$ cat src/rtl/vga_timing_pkg.sv
// Shared VGA timing constants and helpers.
package vga_timing_pkg;

  // Standard 640x480 @ 60 Hz segment lengths (pixels / lines).
  localparam int unsigned VGA_640x480_60_H_ACTIVE = 640;
  localparam int unsigned VGA_640x480_60_H_FP     = 16;
  localparam int unsigned VGA_640x480_60_H_SYNC   = 96;
  localparam int unsigned VGA_640x480_60_H_BP     = 48;
  localparam int unsigned VGA_640x480_60_V_ACTIVE = 480;
  localparam int unsigned VGA_640x480_60_V_FP     = 10;
  localparam int unsigned VGA_640x480_60_V_SYNC   = 2;
  localparam int unsigned VGA_640x480_60_V_BP     = 33;

  // Sync pulse active level.
  localparam logic SYNC_ACTIVE_LOW  = 1'b0;
  localparam logic SYNC_ACTIVE_HIGH = 1'b1;

  // Total period of one axis from its four segments.
  function automatic int unsigned total(input int unsigned a, input int unsigned fp,
                                        input int unsigned s, input int unsigned bp);
    return a + fp + s + bp;
  endfunction

endpackage

$ cat src/rtl/vga_timing_gen_if.sv
// Pixel request / VGA output bundle between the timing generator and its neighbours.
interface vga_timing_gen_if #(
  parameter int unsigned COLOR_W = 8,
  parameter int unsigned CNT_W   = 11
);
  logic               en;
  logic [COLOR_W-1:0] pixel_r;
  logic [COLOR_W-1:0] pixel_g;
  logic [COLOR_W-1:0] pixel_b;
  logic [CNT_W-1:0]   xpos;
  logic [CNT_W-1:0]   ypos;
  logic               ptick;
  logic               hsync;
  logic               vsync;
  logic [COLOR_W-1:0] red;
  logic [COLOR_W-1:0] green;
  logic [COLOR_W-1:0] blue;
  logic               active;
  logic               line_start;
  logic               frame_start;

  // Timing generator side.
  modport master (
    input  en, pixel_r, pixel_g, pixel_b,
    output xpos, ypos, ptick, hsync, vsync, red, green, blue, active, line_start, frame_start
  );

  // Frame-buffer reader / DAC side.
  modport slave (
    output en, pixel_r, pixel_g, pixel_b,
    input  xpos, ypos, ptick, hsync, vsync, red, green, blue, active, line_start, frame_start
  );
endinterface

$ cat src/rtl/vga_axis_counter.sv
// Wrapping axis counter: counts 0..i_last on i_inc, synchronous clear has priority.
module vga_axis_counter #(
  parameter int unsigned CNT_W = 11
) (
  input  logic             clk,
  input  logic             reset,
  input  logic             i_clr,
  input  logic             i_inc,
  input  logic [CNT_W-1:0] i_last,
  output logic [CNT_W-1:0] o_cnt,
  output logic             o_end
);

  logic [CNT_W-1:0] r_cnt;

  // Count register: wrap to zero after the terminal value.
  always_ff @(posedge clk or posedge reset) begin
    if (reset) begin
      r_cnt <= '0;
    end else if (i_clr) begin
      r_cnt <= '0;
    end else if (i_inc) begin
      r_cnt <= o_end ? '0 : r_cnt + 1'b1;
    end
  end

  assign o_cnt = r_cnt;
  assign o_end = (r_cnt == i_last);

endmodule

$ cat src/rtl/vga_timing_gen.sv
// Parametrised VGA timing generator with registered pixel/sync output stage.
// xpos/ypos lead the registered outputs by one pixel tick so the upstream reader
// can return the colour for that coordinate on the ptick clock.
module vga_timing_gen
  import vga_timing_pkg::*;
#(
  parameter int unsigned CLK_DIV  = 2,
  parameter int unsigned COLOR_W  = 8,
  parameter int unsigned CNT_W    = 11,
  parameter int unsigned H_ACTIVE = VGA_640x480_60_H_ACTIVE,
  parameter int unsigned H_FP     = VGA_640x480_60_H_FP,
  parameter int unsigned H_SYNC   = VGA_640x480_60_H_SYNC,
  parameter int unsigned H_BP     = VGA_640x480_60_H_BP,
  parameter int unsigned V_ACTIVE = VGA_640x480_60_V_ACTIVE,
  parameter int unsigned V_FP     = VGA_640x480_60_V_FP,
  parameter int unsigned V_SYNC   = VGA_640x480_60_V_SYNC,
  parameter int unsigned V_BP     = VGA_640x480_60_V_BP,
  parameter logic        HS_POL   = SYNC_ACTIVE_LOW,
  parameter logic        VS_POL   = SYNC_ACTIVE_LOW
) (
  input logic               clk,
  input logic               reset,
  vga_timing_gen_if.master  bus
);

  localparam int unsigned H_TOTAL = total(H_ACTIVE, H_FP, H_SYNC, H_BP);
  localparam int unsigned V_TOTAL = total(V_ACTIVE, V_FP, V_SYNC, V_BP);
  localparam int unsigned DIV_W   = (CLK_DIV > 1) ? $clog2(CLK_DIV) : 1;

  localparam logic [DIV_W-1:0] DIV_LAST = DIV_W'(CLK_DIV - 1);
  localparam logic [CNT_W-1:0] H_LAST   = CNT_W'(H_TOTAL - 1);
  localparam logic [CNT_W-1:0] V_LAST   = CNT_W'(V_TOTAL - 1);
  localparam logic [CNT_W-1:0] H_ACT    = CNT_W'(H_ACTIVE);
  localparam logic [CNT_W-1:0] V_ACT    = CNT_W'(V_ACTIVE);
  localparam logic [CNT_W-1:0] HS_START = CNT_W'(H_ACTIVE + H_FP);
  localparam logic [CNT_W-1:0] HS_END   = CNT_W'(H_ACTIVE + H_FP + H_SYNC);
  localparam logic [CNT_W-1:0] VS_START = CNT_W'(V_ACTIVE + V_FP);
  localparam logic [CNT_W-1:0] VS_END   = CNT_W'(V_ACTIVE + V_FP + V_SYNC);

  logic [DIV_W-1:0]   r_div;
  logic               w_ptick;
  logic               w_clr;
  logic [CNT_W-1:0]   w_hcnt;
  logic [CNT_W-1:0]   w_vcnt;
  logic               w_h_end;
  logic               w_v_end;
  logic               w_v_inc;

  logic               w_act_n;
  logic               w_hs_n;
  logic               w_vs_n;
  logic               w_line_start_n;
  logic               w_frame_start_n;

  logic               r_hsync;
  logic               r_vsync;
  logic               r_active;
  logic               r_line_start;
  logic               r_frame_start;
  logic [COLOR_W-1:0] r_red;
  logic [COLOR_W-1:0] r_green;
  logic [COLOR_W-1:0] r_blue;

  // With CLK_DIV=1 the divider is stuck at 0 == DIV_LAST, so ptick stays high.
  assign w_ptick = (r_div == DIV_LAST);
  assign w_clr   = ~bus.en;
  assign w_v_inc = w_ptick & w_h_end;

  // Pixel clock divider; en low parks it at zero like reset.
  always_ff @(posedge clk or posedge reset) begin
    if (reset) begin
      r_div <= '0;
    end else if (w_clr || w_ptick) begin
      r_div <= '0;
    end else begin
      r_div <= r_div + 1'b1;
    end
  end

  vga_axis_counter #(
    .CNT_W (CNT_W)
  ) u_hcnt (
    .clk    (clk),
    .reset  (reset),
    .i_clr  (w_clr),
    .i_inc  (w_ptick),
    .i_last (H_LAST),
    .o_cnt  (w_hcnt),
    .o_end  (w_h_end)
  );

  vga_axis_counter #(
    .CNT_W (CNT_W)
  ) u_vcnt (
    .clk    (clk),
    .reset  (reset),
    .i_clr  (w_clr),
    .i_inc  (w_v_inc),
    .i_last (V_LAST),
    .o_cnt  (w_vcnt),
    .o_end  (w_v_end)
  );

  // Output-stage values for the coordinate currently on xpos/ypos.
  always_comb begin
    w_act_n         = (w_hcnt < H_ACT) && (w_vcnt < V_ACT);
    w_hs_n          = ((w_hcnt >= HS_START) && (w_hcnt < HS_END)) ? HS_POL : ~HS_POL;
    w_vs_n          = ((w_vcnt >= VS_START) && (w_vcnt < VS_END)) ? VS_POL : ~VS_POL;
    w_line_start_n  = (w_hcnt == '0);
    w_frame_start_n = w_line_start_n && (w_vcnt == '0);
  end

  // Registered output stage: captures on ptick, holds between ticks.
  always_ff @(posedge clk or posedge reset) begin
    if (reset) begin
      r_hsync       <= ~HS_POL;
      r_vsync       <= ~VS_POL;
      r_active      <= 1'b0;
      r_line_start  <= 1'b0;
      r_frame_start <= 1'b0;
      r_red         <= '0;
      r_green       <= '0;
      r_blue        <= '0;
    end else if (w_clr) begin
      r_hsync       <= ~HS_POL;
      r_vsync       <= ~VS_POL;
      r_active      <= 1'b0;
      r_line_start  <= 1'b0;
      r_frame_start <= 1'b0;
      r_red         <= '0;
      r_green       <= '0;
      r_blue        <= '0;
    end else if (w_ptick) begin
      r_hsync       <= w_hs_n;
      r_vsync       <= w_vs_n;
      r_active      <= w_act_n;
      r_line_start  <= w_line_start_n;
      r_frame_start <= w_frame_start_n;
      r_red         <= w_act_n ? bus.pixel_r : '0;
      r_green       <= w_act_n ? bus.pixel_g : '0;
      r_blue        <= w_act_n ? bus.pixel_b : '0;
    end
  end

  // End of the last line must bring the vertical counter back to the top.
  a_frame_wrap: assert property (@(posedge clk) disable iff (reset)
    (w_v_inc && w_v_end) |=> (w_vcnt == '0));

  assign bus.xpos        = w_hcnt;
  assign bus.ypos        = w_vcnt;
  assign bus.ptick       = w_ptick;
  assign bus.hsync       = r_hsync;
  assign bus.vsync       = r_vsync;
  assign bus.active      = r_active;
  assign bus.line_start  = r_line_start;
  assign bus.frame_start = r_frame_start;
  assign bus.red         = r_red;
  assign bus.green       = r_green;
  assign bus.blue        = r_blue;

endmodule
$ cat src/flat_wrapper.sv
// flat-port wrapper written by rule: the top's interface ports become plain ports
module vga_timing_gen_flat import vga_timing_pkg::*;
#(
  parameter int unsigned CLK_DIV  = 2,
  parameter int unsigned COLOR_W  = 8,
  parameter int unsigned CNT_W    = 11,
  parameter int unsigned H_ACTIVE = VGA_640x480_60_H_ACTIVE,
  parameter int unsigned H_FP     = VGA_640x480_60_H_FP,
  parameter int unsigned H_SYNC   = VGA_640x480_60_H_SYNC,
  parameter int unsigned H_BP     = VGA_640x480_60_H_BP,
  parameter int unsigned V_ACTIVE = VGA_640x480_60_V_ACTIVE,
  parameter int unsigned V_FP     = VGA_640x480_60_V_FP,
  parameter int unsigned V_SYNC   = VGA_640x480_60_V_SYNC,
  parameter int unsigned V_BP     = VGA_640x480_60_V_BP,
  parameter logic        HS_POL   = SYNC_ACTIVE_LOW,
  parameter logic        VS_POL   = SYNC_ACTIVE_LOW
)
  (clk, reset, bus_en, bus_pixel_r, bus_pixel_g, bus_pixel_b, bus_xpos, bus_ypos, bus_ptick, bus_hsync, bus_vsync, bus_red, bus_green, bus_blue, bus_active, bus_line_start, bus_frame_start);
  vga_timing_gen_if #(.COLOR_W(COLOR_W), .CNT_W(CNT_W)) bus_i ();
  input logic clk;
  input logic reset;
  input wire logic [$bits(bus_i.en)-1:0] bus_en;
  input wire logic [$bits(bus_i.pixel_r)-1:0] bus_pixel_r;
  input wire logic [$bits(bus_i.pixel_g)-1:0] bus_pixel_g;
  input wire logic [$bits(bus_i.pixel_b)-1:0] bus_pixel_b;
  output wire logic [$bits(bus_i.xpos)-1:0] bus_xpos;
  output wire logic [$bits(bus_i.ypos)-1:0] bus_ypos;
  output wire logic [$bits(bus_i.ptick)-1:0] bus_ptick;
  output wire logic [$bits(bus_i.hsync)-1:0] bus_hsync;
  output wire logic [$bits(bus_i.vsync)-1:0] bus_vsync;
  output wire logic [$bits(bus_i.red)-1:0] bus_red;
  output wire logic [$bits(bus_i.green)-1:0] bus_green;
  output wire logic [$bits(bus_i.blue)-1:0] bus_blue;
  output wire logic [$bits(bus_i.active)-1:0] bus_active;
  output wire logic [$bits(bus_i.line_start)-1:0] bus_line_start;
  output wire logic [$bits(bus_i.frame_start)-1:0] bus_frame_start;
  assign bus_i.en = bus_en;
  assign bus_i.pixel_r = bus_pixel_r;
  assign bus_i.pixel_g = bus_pixel_g;
  assign bus_i.pixel_b = bus_pixel_b;
  assign bus_xpos = bus_i.xpos;
  assign bus_ypos = bus_i.ypos;
  assign bus_ptick = bus_i.ptick;
  assign bus_hsync = bus_i.hsync;
  assign bus_vsync = bus_i.vsync;
  assign bus_red = bus_i.red;
  assign bus_green = bus_i.green;
  assign bus_blue = bus_i.blue;
  assign bus_active = bus_i.active;
  assign bus_line_start = bus_i.line_start;
  assign bus_frame_start = bus_i.frame_start;
  vga_timing_gen #(.CLK_DIV(CLK_DIV), .COLOR_W(COLOR_W), .CNT_W(CNT_W), .H_ACTIVE(H_ACTIVE), .H_FP(H_FP), .H_SYNC(H_SYNC), .H_BP(H_BP), .V_ACTIVE(V_ACTIVE), .V_FP(V_FP), .V_SYNC(V_SYNC), .V_BP(V_BP), .HS_POL(HS_POL), .VS_POL(VS_POL)) u_core (.clk(clk), .reset(reset), .bus(bus_i));
endmodule
$ cat config.mk
export PLATFORM = sky130hd
export DESIGN_NAME = vga_timing_gen_flat
export DESIGN_NICKNAME = d
export VERILOG_FILES = /design/src/rtl/vga_timing_pkg.sv /design/src/rtl/vga_timing_gen_if.sv /design/src/rtl/vga_axis_counter.sv /design/src/rtl/vga_timing_gen.sv /design/src/flat_wrapper.sv
export SDC_FILE = /design/constraint.sdc
export NUM_CORES = 1
export LEC_CHECK = 0
export ABC_AREA = 0
export CORE_MARGIN = 2
export CORE_UTILIZATION = 45
export DETAILED_ROUTE_END_ITERATION = 10
export DONT_BUFFER_PORTS = 1
export GPL_TIMING_DRIVEN = 0
export SYNTH_ARGS = -nofsm -noshare
export SYNTH_HDL_FRONTEND = slang
export SYNTH_SLANG_ARGS = --single-unit
$ cat constraint.sdc
create_clock -name clk -period 2.25 [get_ports clk]
set_clock_uncertainty 0.05 [all_clocks]
set_input_delay 0.45 -clock clk [delete_from_list [all_inputs] [get_ports clk]]
set_output_delay 0.45 -clock clk [all_outputs]
set_load 0.02 [all_outputs]
==> impl_results.md <==
* Synth unique cells at 45
* Post-DP HPWL at 3890 um
* Hold slack final at 0.0604 ns
* Cell area after synthesis at 2470 sq um
* Final core occ at 52.4%
* FF-to-FF path depth at 5
* Crit Path Category: flip-flop to flip-flop
* DRT Wirelength at 5510 um
* Unrepaired setup endpoints after global routing: false
* Routed met3 length at 517 um
* Number of fill cells in the layout at 469
* Top-area cell type share of the netlist area at 50.6%
* PwrDens at 737 nW/um^2
* Htree depth at 2
* Initial Utilization at 47.5%
* Reg2reg end: u_core.u_vcnt.o_cnt[10]$_DFFE_PP0P_
* Routed Antenna Nets at 0
* Clock slew at reported path FFs at 0.09 ns
* Die Area at 6110 sq um
* DRT Pass-1 Iters at 5
* Gr ovfl total at 0
* Die height at 78.1 um
* Worst path required time at 2.40 ns
* Post-route DRC at 0
* Final #Nets at 263
* Sink Count at 52
* Core area at 5200 sq um
* Max_slew headroom at 57.2%
* Final Hold Viols at 0
* FF-to-FF Start: u_core.u_hcnt.o_cnt[5]$_DFFE_PP0P_
* CP Launch Point: u_core.u_hcnt.o_cnt[5]$_DFFE_PP0P_
* Yosys top cell by area: dfrtp_1
* Largest net degree at the start of global routing at 30
* Crit path arrival time at 2.26 ns
* Synth Flop Type: dfrtp_1
* Num CTS Buffers at 5
* M1 wire length at 2620 um
* Setup Fix Bufs, Post-CTS at 0
* Pleak at 0.00124 uW
* Clk buf depth at 2
* Met2 routed WL at 2320 um
* Finish-stage setup viols at 0
* Fraction of layout cells with a size suffix above 1 at 21.1%
* Worst Max-Slew Pin Slew at 0.642 ns
* Global-route wire length before repair at 9140 um
* Vias in the first global route at 1728
* F_max at 0.473 GHz
* Num ports at 79
* Clk_lat worst skew at 0.30 ns
* Most area-consuming cells after synthesis: dfrtp_1 (51%), a22o_2 (6.9%), a22o_1 (5.0%)
* Synth Area per Inst at 11.0 sq um
* CP Capture Type: flip-flop
* Worst-path maximum fanout at 10
* Commonest cells after routing, fill and taps aside: dfrtp_1 (47), a22o_2 (17), a22o_1 (14)
* Sequential area share after synthesis at 52.7%
* Yosys reg bits at 52
* Post-synth EDFFs at 0
* Area grow syn2layout at 10.3%
* Std-Cell Rows at 26
* GR Util All Layers at 19.0%
* Number of I/O port buffers at 0
* Top Metal Used: met4
* Post-Place Cell Area at 2590 sq um
* Slew Limit Fails at 0
* Setup_tns at 0 ns
* Total of warnings raised by yosys at 0
* Cts repair resizes at 0
* Diode count at 0
* Hold Buf Count CTS at 0
* Syn nets at 255
* Most common cell after layout, fill and taps aside: dfrtp_1
* Vias per cell at 5.99
* GPL Wtd Cong at 0.776
* CP endpoint: u_core.u_vcnt.o_cnt[10]$_DFFE_PP0P_
* Final instance area at 2730 sq um
* Wire per inst at 18.3 um
* Die width at 78.1 um
* Antenna violations before repair at 0
* Async S/R FF share, synth at 100%
* Vias at 1810
* CTS tree: yes
* Clock Root Buffer: clkbuf_8
* Outcome: finished, final reports clean
* Tightest Hold Check Type: input port to asynchronous set/reset pin
* Tmin final at 2.11 ns
* Final worst path period share at 93.9%
* Maximum vdd ir drop at 0.293 mV
* Starting DRT DRC Count at 61
* CP startpoint kind: flip-flop
* FF-to-FF setup slack at 0.14 ns
* Synth Instances at 224
* Max_cap viols at 0
-- sequential cells by signal, indices dropped and copies added (netlist names) --
register and flops:
u_core.u_hcnt.o_cnt 11, u_core.bus.line_start 1, u_core.bus.active 1, u_core.u_vcnt.o_cnt 11, u_core.bus.red 8, u_core.bus.vsync 1, u_core.bus.frame_start 1, u_core.bus.hsync 1
u_core.bus.ptick 1, u_core.bus.blue 8, u_core.bus.green 8
-- synth_stat cells, types with 3 or more instances --
master    number
nand4_1       10
xnor2_1        3
o21ai_0       12
dfrtp_1       50
buf_6          3
a21oi_1        5
clkbuf_1       7
nand2_1       11
nor2b_1        3
nor2_1        13
nor3_1        11
a22o_1        14
and3_1         5
xor2_1         3
nand3_1        4
and4_1         3
ha_1           4
nor4_1         3
or3_1          4
inv_1          9
a22o_2        17
-- power by group --
| group | internal (uW) | switching, uW | leakage [uW] |
|---|---|---|---|
| Combinational | 74.1 | 106 | 0.000477 |
| Sequential | 981 | 106 | 0.000695 |
| Clock | 438 | 304 | 0.0000642 |
| Total | 1490 | 516 | 0.00124 |
-- logic make-up (layout without fill, tap and decap cells) --
kind of cell / after synthesis / after routing / share of synthesized area (%)
mux: 1 / 1 / 0.455
buf+inv: 23 / 31 / 4.65
compound gates: 59 / 59 / 19.6
xor+xnor: 6 / 6 / 2.12
simple gates: 79 / 79 / 18.4
fa+ha+maj: 4 / 4 / 2.02
flops: 52 / 52 / 52.7
-- worst min path at each step --
stage / depth (start not counted) / endpoint / start / slack, ns
after detailed placement: 1 / u_core.bus.red[1]$_DFFE_PP0P_ / reset / 0.42
final: 1 / u_core.bus.red[5]$_DFFE_PP0P_ / reset / 0.06
after global placement: 1 / u_core.bus.vsync$_DFFE_PP1P_ / bus_en / 0.44
after global routing: 1 / u_core.bus.vsync$_DFFE_PP1P_ / bus_en / 0.11
after floorplan: 1 / u_core.bus.vsync$_DFFE_PP1P_ / bus_en / 0.44
after CTS: 1 / u_core.bus.green[4]$_DFFE_PP0P_ / reset / 0.08
-- area by class of cell --
cell class	count	area (sq um)	area share, %
timing repair buffer	1	27.5	1.01
multi-input combinational	149	1060	38.8
tap	70	87.6	3.21
inverter	9	33.8	1.24
clock inverter	2	60.1	2.20
sequential	52	1310	47.9
clock buffer	5	68.8	2.52
buffer	14	85.1	3.12
-- critical path: stages, from the launching register on --
cell	delay, ns
dfrtp_1	0.56
or3_1	0.49
o31ai_4	0.34
buf_4	0.25
o21ai_0	0.10
a22o_1	0.23
-- stage by stage --
step	std cells	worst slack, ns	total power, uW
global route	302	0.0129	2100
global placement	294	-0.106	1280
CTS	302	0.0291	2030
floorplan	224	0.328	1230
finish	302	0.137	2010
detailed placement	295	0.0391	1290
-- metal layers --
metal	GRT usage [%]	vias to the layer above
li1	-	852
met1	27.8	863
met2	27.2	88
met3	5.40	7
met4	6.32	0
met5	0	-
Power figures use the tool's default switching activity.
